### config.mk
export PLATFORM = sky130hd
export DESIGN_NAME = whack_game_core
export DESIGN_NICKNAME = d
export VERILOG_FILES = /design/src/rtl/game_pkg.sv /design/src/rtl/lfsr16.sv /design/src/rtl/whack_game_core.sv
export SDC_FILE = /design/constraint.sdc
export NUM_CORES = 1
export LEC_CHECK = 0
export BUFFER_PORTS_ARGS = -buffer_cell sky130_fd_sc_hd__buf_4
export CAP_MARGIN = 25
export CORE_MARGIN = 1.5
export CORE_UTILIZATION = 55
export DETAILED_ROUTE_END_ITERATION = 16
export PLACE_DENSITY = 0.76
export SLEW_MARGIN = 20
export SYNTH_ARGS = -nofsm -noshare
export SYNTH_HDL_FRONTEND = slang
export SYNTH_SLANG_ARGS = --single-unit
### constraint.sdc
create_clock -name clk -period 3.52 [get_ports clk]
set_input_delay 0.176 -clock clk [delete_from_list [all_inputs] [get_ports clk]]
set_output_delay 0.176 -clock clk [all_outputs]
set_load 0.005 [all_outputs]
### src/rtl/game_pkg.sv
// Shared types and helpers for the whack-a-target game engine.
// Holds the state enum, LFSR tap mask and a one-hot helper.
package game_pkg;

  typedef enum logic [1:0] {
    S_IDLE,
    S_ARM,
    S_PLAY,
    S_GAMEOVER
  } state_t;

  // Galois form of x^16+x^14+x^13+x^11+1, right-shifting.
  localparam logic [15:0] LFSR_TAPS = 16'hB400;

  function automatic logic [31:0] onehot(
    input logic [31:0] idx,
    input int unsigned n
  );
    logic [31:0] r;
    r = '0;
    if (idx < n) r = 32'd1 << idx;
    return r;
  endfunction

endpackage

### src/rtl/lfsr16.sv
// 16-bit Galois LFSR, advances one step per cycle while en is high.
// Ports: clk, rst (async high), en, q[15:0] current state.
module lfsr16
  import game_pkg::*;
#(
  parameter logic [15:0] SEED = 16'hACE1
) (
  input  logic        clk,
  input  logic        rst,
  input  logic        en,
  output logic [15:0] q
);

  always_ff @(posedge clk or posedge rst) begin
    if (rst) begin
      q <= SEED;
    end else if (en) begin
      q <= q[0] ? ((q >> 1) ^ LFSR_TAPS) : (q >> 1);
    end
  end

endmodule

### src/rtl/whack_game_core.sv
// Whack-a-target game engine: random target LED, timed rounds, score.
// Ports: clk, rst, sw_pressed, start -> ledr, score, misses, point, game_over.
module whack_game_core
  import game_pkg::*;
#(
  parameter int unsigned N_SW         = 18,
  parameter int unsigned SCORE_W      = 11,
  parameter int unsigned ROUND_CYCLES = 50_000_000,
  parameter int unsigned MAX_MISSES   = 3,
  parameter logic [15:0] LFSR_SEED    = 16'hACE1
) (
  input  logic               clk,
  input  logic               rst,
  input  logic [N_SW-1:0]    sw_pressed,
  input  logic               start,
  output logic [N_SW-1:0]    ledr,
  output logic [SCORE_W-1:0] score,
  output logic [3:0]         misses,
  output logic               point,
  output logic               game_over
);

  localparam int unsigned IDX_W = $clog2(N_SW);
  localparam int unsigned TW_C  = $clog2(ROUND_CYCLES);
  localparam int unsigned TW    = (TW_C > 0) ? TW_C : 1;
  localparam logic [TW-1:0] T_LOAD = TW'(ROUND_CYCLES - 1);
  localparam logic [3:0] MISS_LIM = 4'(MAX_MISSES);

  state_t            state;
  logic [N_SW-1:0]   sw_prev;
  logic [TW-1:0]     timer;
  logic [15:0]       lq;
  logic [IDX_W-1:0]  cand;
  logic              cand_ok;
  logic [N_SW-1:0]   cand_oh;
  logic [N_SW-1:0]   press;
  logic              hit;
  logic              wrong;
  logic [3:0]        miss_nx;
  logic              last_miss;
  logic [SCORE_W-1:0] score_nx;

  lfsr16 #(.SEED(LFSR_SEED)) u_lfsr (
    .clk (clk),
    .rst (rst),
    .en  (state == S_ARM),
    .q   (lq)
  );

  assign cand    = lq[IDX_W-1:0];
  assign cand_ok = {{(32-IDX_W){1'b0}}, cand} < N_SW;
  assign cand_oh = N_SW'(onehot({{(32-IDX_W){1'b0}}, cand}, N_SW));

  // In PLAY, ledr holds exactly the target one-hot.
  assign press = sw_pressed & ~sw_prev;
  assign hit   = |(press & ledr);
  assign wrong = |(press & ~ledr);

  assign miss_nx   = misses + 4'd1;
  assign last_miss = (miss_nx == MISS_LIM);
  assign score_nx  = (&score) ? score : score + 1'b1;

  always_ff @(posedge clk or posedge rst) begin
    if (rst) begin
      state     <= S_IDLE;
      ledr      <= '0;
      score     <= '0;
      misses    <= '0;
      point     <= 1'b0;
      game_over <= 1'b0;
      timer     <= '0;
      sw_prev   <= '0;
    end else begin
      sw_prev <= sw_pressed;
      point   <= 1'b0;
      unique case (state)
        S_IDLE: begin
          ledr <= '0;
          if (start) begin
            state  <= S_ARM;
            score  <= '0;
            misses <= '0;
          end
        end
        S_ARM: begin
          if (cand_ok) begin
            ledr  <= cand_oh;
            timer <= T_LOAD;
            state <= S_PLAY;
          end
        end
        S_PLAY: begin
          if (wrong || (!hit && timer == '0)) begin
            misses <= miss_nx;
            if (last_miss) begin
              state     <= S_GAMEOVER;
              ledr      <= '1;
              game_over <= 1'b1;
            end else begin
              state <= S_ARM;
            end
          end else if (hit) begin
            score <= score_nx;
            point <= 1'b1;
            state <= S_ARM;
          end else begin
            timer <= timer - 1'b1;
          end
        end
        S_GAMEOVER: begin
          ledr      <= '1;
          game_over <= 1'b1;
          if (start) begin
            state     <= S_ARM;
            score     <= '0;
            misses    <= '0;
            game_over <= 1'b0;
          end
        end
        default: state <= S_IDLE;
      endcase
    end
  end

endmodule

== Yosys cells after proc, flatten, opt, wreduce, memory -nomap -nowiden ==
Index checks and enable logic that the tools add are counted.
Word-level totals
  flip-flop bits (word level): 97
  input bits: 21
  output and inout port bits: 35
  word-level logic and storage cells: 81
Operators by class
  $add $sub $neg: 3
  magnitude comparators: 1
  equal/unequal tests: 13
  shift-type cells: 1
  mux-type cells: 30
  bitwise operators: 6
  reduce and logical (&&, ||, !) cells: 18
Operator list (count)
  two-way mux 26 bit: 3
  case mux 18 bit (4 select lines): 1
  bitwise AND 18 bit: 3
  two-way mux 18 bit: 3
  case mux 26 bit (2 select lines): 1
  two-way mux 11 bit: 4
  NOT 18 bit: 2
  OR reduction 18 bit: 2
  zero test 26 bit: 1
  subtractor 26 x 1 -> 26 bit, second input constant: 1
  case mux 11 bit (2 select lines): 1
  left shift 1 x 5 -> 18 bit, first input constant: 1
  two-way mux 16 bit: 1
  inequality test 2 bit, second input constant: 7
  AND reduction 3 bit: 4
  adder 11 x 1 -> 11 bit, second input constant: 1
  AND reduction 11 bit: 1
  two-way mux 2 bit: 5
  two-way mux 4 bit: 2
  case mux 4 bit (2 select lines): 1
  two-way mux 1 bit: 6
  case mux 2 bit (3 select lines): 1
  nonzero test 2 bit: 3
  < comparator 5 bit, second input constant: 1
  15 further kinds: 16

== Logic depth before layout (Yosys ltp) ==
  word-level depth: 9
  depth in mapped cells: 10
  depth with buffers taken out: 8

== Cells and area by module ==
Synthesis repeated with hierarchy kept, for this count alone.
Unflattened totals
  cell total of the unflattened synthesis: 517
  area total of the unflattened synthesis: 5210.0 um^2
By module, submodules not included
  whack_game_core: instances 1, cells each 476, area each 4550.6 um^2, sequential area each 2026.9 um^2
  lfsr16: instances 1, cells each 41, area each 659.4 um^2, sequential area each 410.4 um^2

== Worst setup path before layout ==
Ideal clock, no wire load.
  path type: register to register
  start: register timer[4]
  end: register timer[25]
  library setup time: 0.137 ns
  arrival: 2.765 ns
  required time: 3.383 ns
  slack: 0.618 ns
  stages on the path, launching flop included: 8
  path buffers: 0
  period minus slack after synthesis: 2.902 ns
  path through: dfrtp_1 or4_4 or4_4 or3_4 or3_4 or3_4 o41ai_1 o31ai_1
On the way
  cells in the longest elaborated chain, start to end: 5
  elaborated cells between the ends (all ways): 9
  classes of those cells: add/sub: 1; eq/ne: 1; mux: 3; reduce/logical: 4
Ends and longest elaborated chain
  start: declaration: line whack_game_core.sv:31  | logic [TW-1:0] timer;
  start signal: assignment: line whack_game_core.sv:107  | timer <= timer - 1'b1;
  parallel branches: the longest is 5 deep, another holds subtractor 26 x 1 -> 26 bit
Several ways; the timed one is not identified. The select of a mux whose other input is x is not followed.
A chain may end at the register's enable or synchronous reset.

== Final worst setup path ==
  start: register timer[11]
  end: register score[2]
On the way
  cells in the longest elaborated chain, start to end: 5
Ends and longest elaborated chain
  zero test 26 bit: line whack_game_core.sv:93  | if (wrong || (!hit && timer == '0)) begin
  logical AND 1 bit: line whack_game_core.sv:93
  logical OR 1 bit: line whack_game_core.sv:93
  inequality test 2 bit (no line)
  AND reduction 5 bit (no line)
  end signal: assignment: line whack_game_core.sv:103  | score <= score_nx;
  end: declaration: line whack_game_core.sv:17  | output logic [SCORE_W-1:0] score,
Every way passes these cells.

==> run_results.csv <==
group,metric,value,unit
logic_synthesis,postSynthAreaPerCell,10.2,um^2
setup_path,crit_fanout,12,
drt,via_per_inst,6.25,
sta,min_period,3330,ps
logic_synthesis,synth_xor_area_share,0.527,%
logic_synthesis,synth_edf_count,0,
setup_path,cp-end-kind,"register",
sta,setup_tns,0,ps
global_routing,grt_max_degree,35,
sta,setup_viol,0,
setup_path,r2r-end,"score[2]",
setup_path,cp_top_family,"simple AND/OR/NAND/NOR gates",
sta,fin_crit_sh,94.7,%
drt,ant_nets,0,
clocking,hold_buffers,19,
layout,nFillCells,669,
die,row_count,34,
sta,slew_headroom,43.1,%
power_and_ir_drop,irDropWorstVdd,0.507,mV
placement,dp.cells,637,
setup_path,critPathLaunchType,"register",
drt,wl_per_cell,17.2,um
logic_synthesis,seq_area_frac_synth,48.9,%
sta,tightestPinTransition,850,ps
setup_path,cp_slowest_stage_delay,610,ps
layout,final_net_count,590,
sta,max_freq,300,MHz
setup_path,worst-path-buf-inv,0,
logic_synthesis,synth_compound_area_share,19.5,%
logic_synthesis,synth_top_family_by_area,"simple AND/OR/NAND/NOR gates",
die,die_area,9640,um^2
layout,final_common_cell,"dfrtp_1",
setup_path,critPathArrivalTime,3560,ps
global_routing,grt_pass1_wl,19800,um
clocking,worstSkewPairLatency,360,ps
clocking,post_cts_buffers,0,
logic_synthesis,syn-cell-area,4980,um^2
clocking,numCtsBuffers,9,
die,boundaryPins,56,
worst_hold_path,min_from,"start",
setup_path,critPathRequiredTime,3750,ps
logic_synthesis,synth_top_area_share,44.7,%
sta,skew,8.67,ps
clocking,clockBufferDepth,2,
drt,route.detailed.drc,0,
clocking,cts-root-buf,"clkbuf_8",
setup_path,regToRegStartpoint,"timer[11]",
setup_path,crit_chain,"or3_1 > or4_4 > nor4_1 > and3_1 > o31a_1 > nand3b_1 > o21ai_0",
placement,port-buffer-count,55,
logic_synthesis,synthSimpleGateAreaFrac,22.2,%
placement,dp_hpwl,8000,um
die,die_h,98.2,um
global_routing,grt_overflow,0,
global_routing,grt_pass1_vias,4115,
clocking,cts.repair.resized,0,
layout,areaGrowthSynthToFinish,19.1,%
layout,drive_gt1_share,21.6,%
logic_synthesis,ys_types,61,
sta,finalHoldViolations,0,
clocking,cts_sinks,97,
logic_synthesis,syn_nets,519,
die,fp.dieW,98.2,um
worst_hold_path,whs_path_depth,2,
logic_synthesis,synthCells,488,
power_and_ir_drop,p_leak,2.44,nW
outcome,status,"finished clean",
sta,rsz0062_at_grt,"false",
logic_synthesis,synth_top_area_cell,"dfrtp_1",
drt,first_iter_violations,307,
logic_synthesis,synth_seq_cells,97,
logic_synthesis,yosysWarnings,0,
clocking,clk_pin_slew,90,ps
setup_path,r2r_slack,190,ps
clocking,cts_tree,"built",
die,core-area,8760,um^2
global_routing,antenna_found_initial,0,
drt,vias,4198,
setup_path,reg2regPathDepth,7,
logic_synthesis,synth_fa_ha_area_share,2.51,%
layout,diodes,0,
worst_hold_path,hp-class,"input port to register",
global_routing,grt_use_total,25.2,%
drt,routed_wl,11600,um
drt,drtPass1Iterations,6,
layout,fin_cells,672,
logic_synthesis,ys.flop_type,"dfrtp_1",
placement,gp_congestion,0.837,
logic_synthesis,ys_async_sr_fraction,100,%
logic_synthesis,synth_area_leaders,"dfrtp_1, dfstp_2, o21ai_0",
clocking,htreeDepth,3,
setup_path,crit_slowest_cell,"nor4_1",
worst_hold_path,holdPathEnd,"game_over",
logic_synthesis,synthMuxAreaShare,3.54,%
job,maxCapViolCount,0,
layout,mostFrequentLayoutCells,"dfrtp_1, buf_4, o21ai_0",
setup_path,crit_type,"register to register",
sta,slew_viol_final,0,
power_and_ir_drop,power_density,790,nW/um^2
die,initial_utilization,56.9,%
==> stage by stage <==
step	cell area (um^2)	worst slack, ps	hold WS, ps	total power [mW]	utilization, %
floorplan	4980	618	207	3.19	-
global placement	5510	191	222	3.77	62.9
detailed placement	5520	300	223	3.86	62.9
CTS	5940	252	14.0	4.70	67.7
global route	5940	8.08	21.0	5.04	67.7
finish	5940	187	32.0	4.69	67.7
==> cell families (layout without fill, tap and decap cells) <==
group,after synthesis,after routing
DFF,97,97
AOI/OAI and AO/OA,135,135
adders and majority gates,10,10
xor gates and xnor gates,3,3
and+or+nand+nor,190,190
muxes,16,16
buffers and inverters,37,113
==> registers in the layout, indices dropped and copies added, names as in the netlist <==
name and flops:
misses 4, state 2, u_lfsr.q 16, ledr 18, game_over 1, point 1, timer 26, sw_prev 18
score 11
==> report_power, final <==
part,internal (mW),switching [mW],leakage [nW]
clock,0.437,0.381,0.115
combinational,0.956,1.11,1.19
sequential,1.47,0.341,1.14
total,2.86,1.83,2.44
==> worst register-to-register path, stage by stage (launching register included) <==
cell and delay [ps]:
dfrtp_1 400, or3_1 420, or4_4 540, nor4_1 610, and3_1 280, o31a_1 440, nand3b_1 380, o21ai_0 150
==> Yosys cell counts (7+ instances only) <==
| master | number |
|---|---|
| a21oi_1 | 7 |
| a32o_1 | 18 |
| and2_1 | 8 |
| clkbuf_1 | 20 |
| dfrtp_1 | 89 |
| dfstp_2 | 8 |
| ha_1 | 10 |
| inv_1 | 14 |
| mux2_2 | 13 |
| nand2_1 | 27 |
| nand2b_1 | 8 |
| nand3_1 | 20 |
| nand3b_1 | 18 |
| nand4_1 | 7 |
| nor2_1 | 27 |
| nor3_1 | 14 |
| nor3b_1 | 15 |
| nor4_1 | 8 |
| o21ai_0 | 38 |
| o31ai_1 | 19 |
| or2_2 | 7 |
==> area by class of cell <==
class	instances	area, um^2	area share, %
timing repair buffer	83	671	11.3
sequential	97	2440	41.1
clock buffer	11	151	2.55
clock inverter	5	77.6	1.31
inverter	14	55.1	0.927
multi-input combinational	354	2410	40.6
tap	108	135	2.28
==> worst max path at each step <==
stage                      to  cells after the start  slack, ps            from
floorplan           timer[25]                      7        620        timer[4]
detailed placement   score[2]                      7        300       timer[11]
CTS                  score[2]                      7        250       timer[11]
global placement      ledr[2]                      7        190       timer[11]
global route        timer[17]                     10          8  sw_pressed[15]
finish               score[2]                      7        190       timer[11]
==> metal layers <==
metal | part of all wire (%) | routed length [um] | global-route usage [%]
met5 | 0 | 0 | 0
met4 | 1.5 | 175 | 7.80
met3 | 3.3 | 386 | 3.79
met2 | 50 | 5750 | 42.2
met1 | 45 | 5250 | 34.2
(Power assumes the default switching activity.)
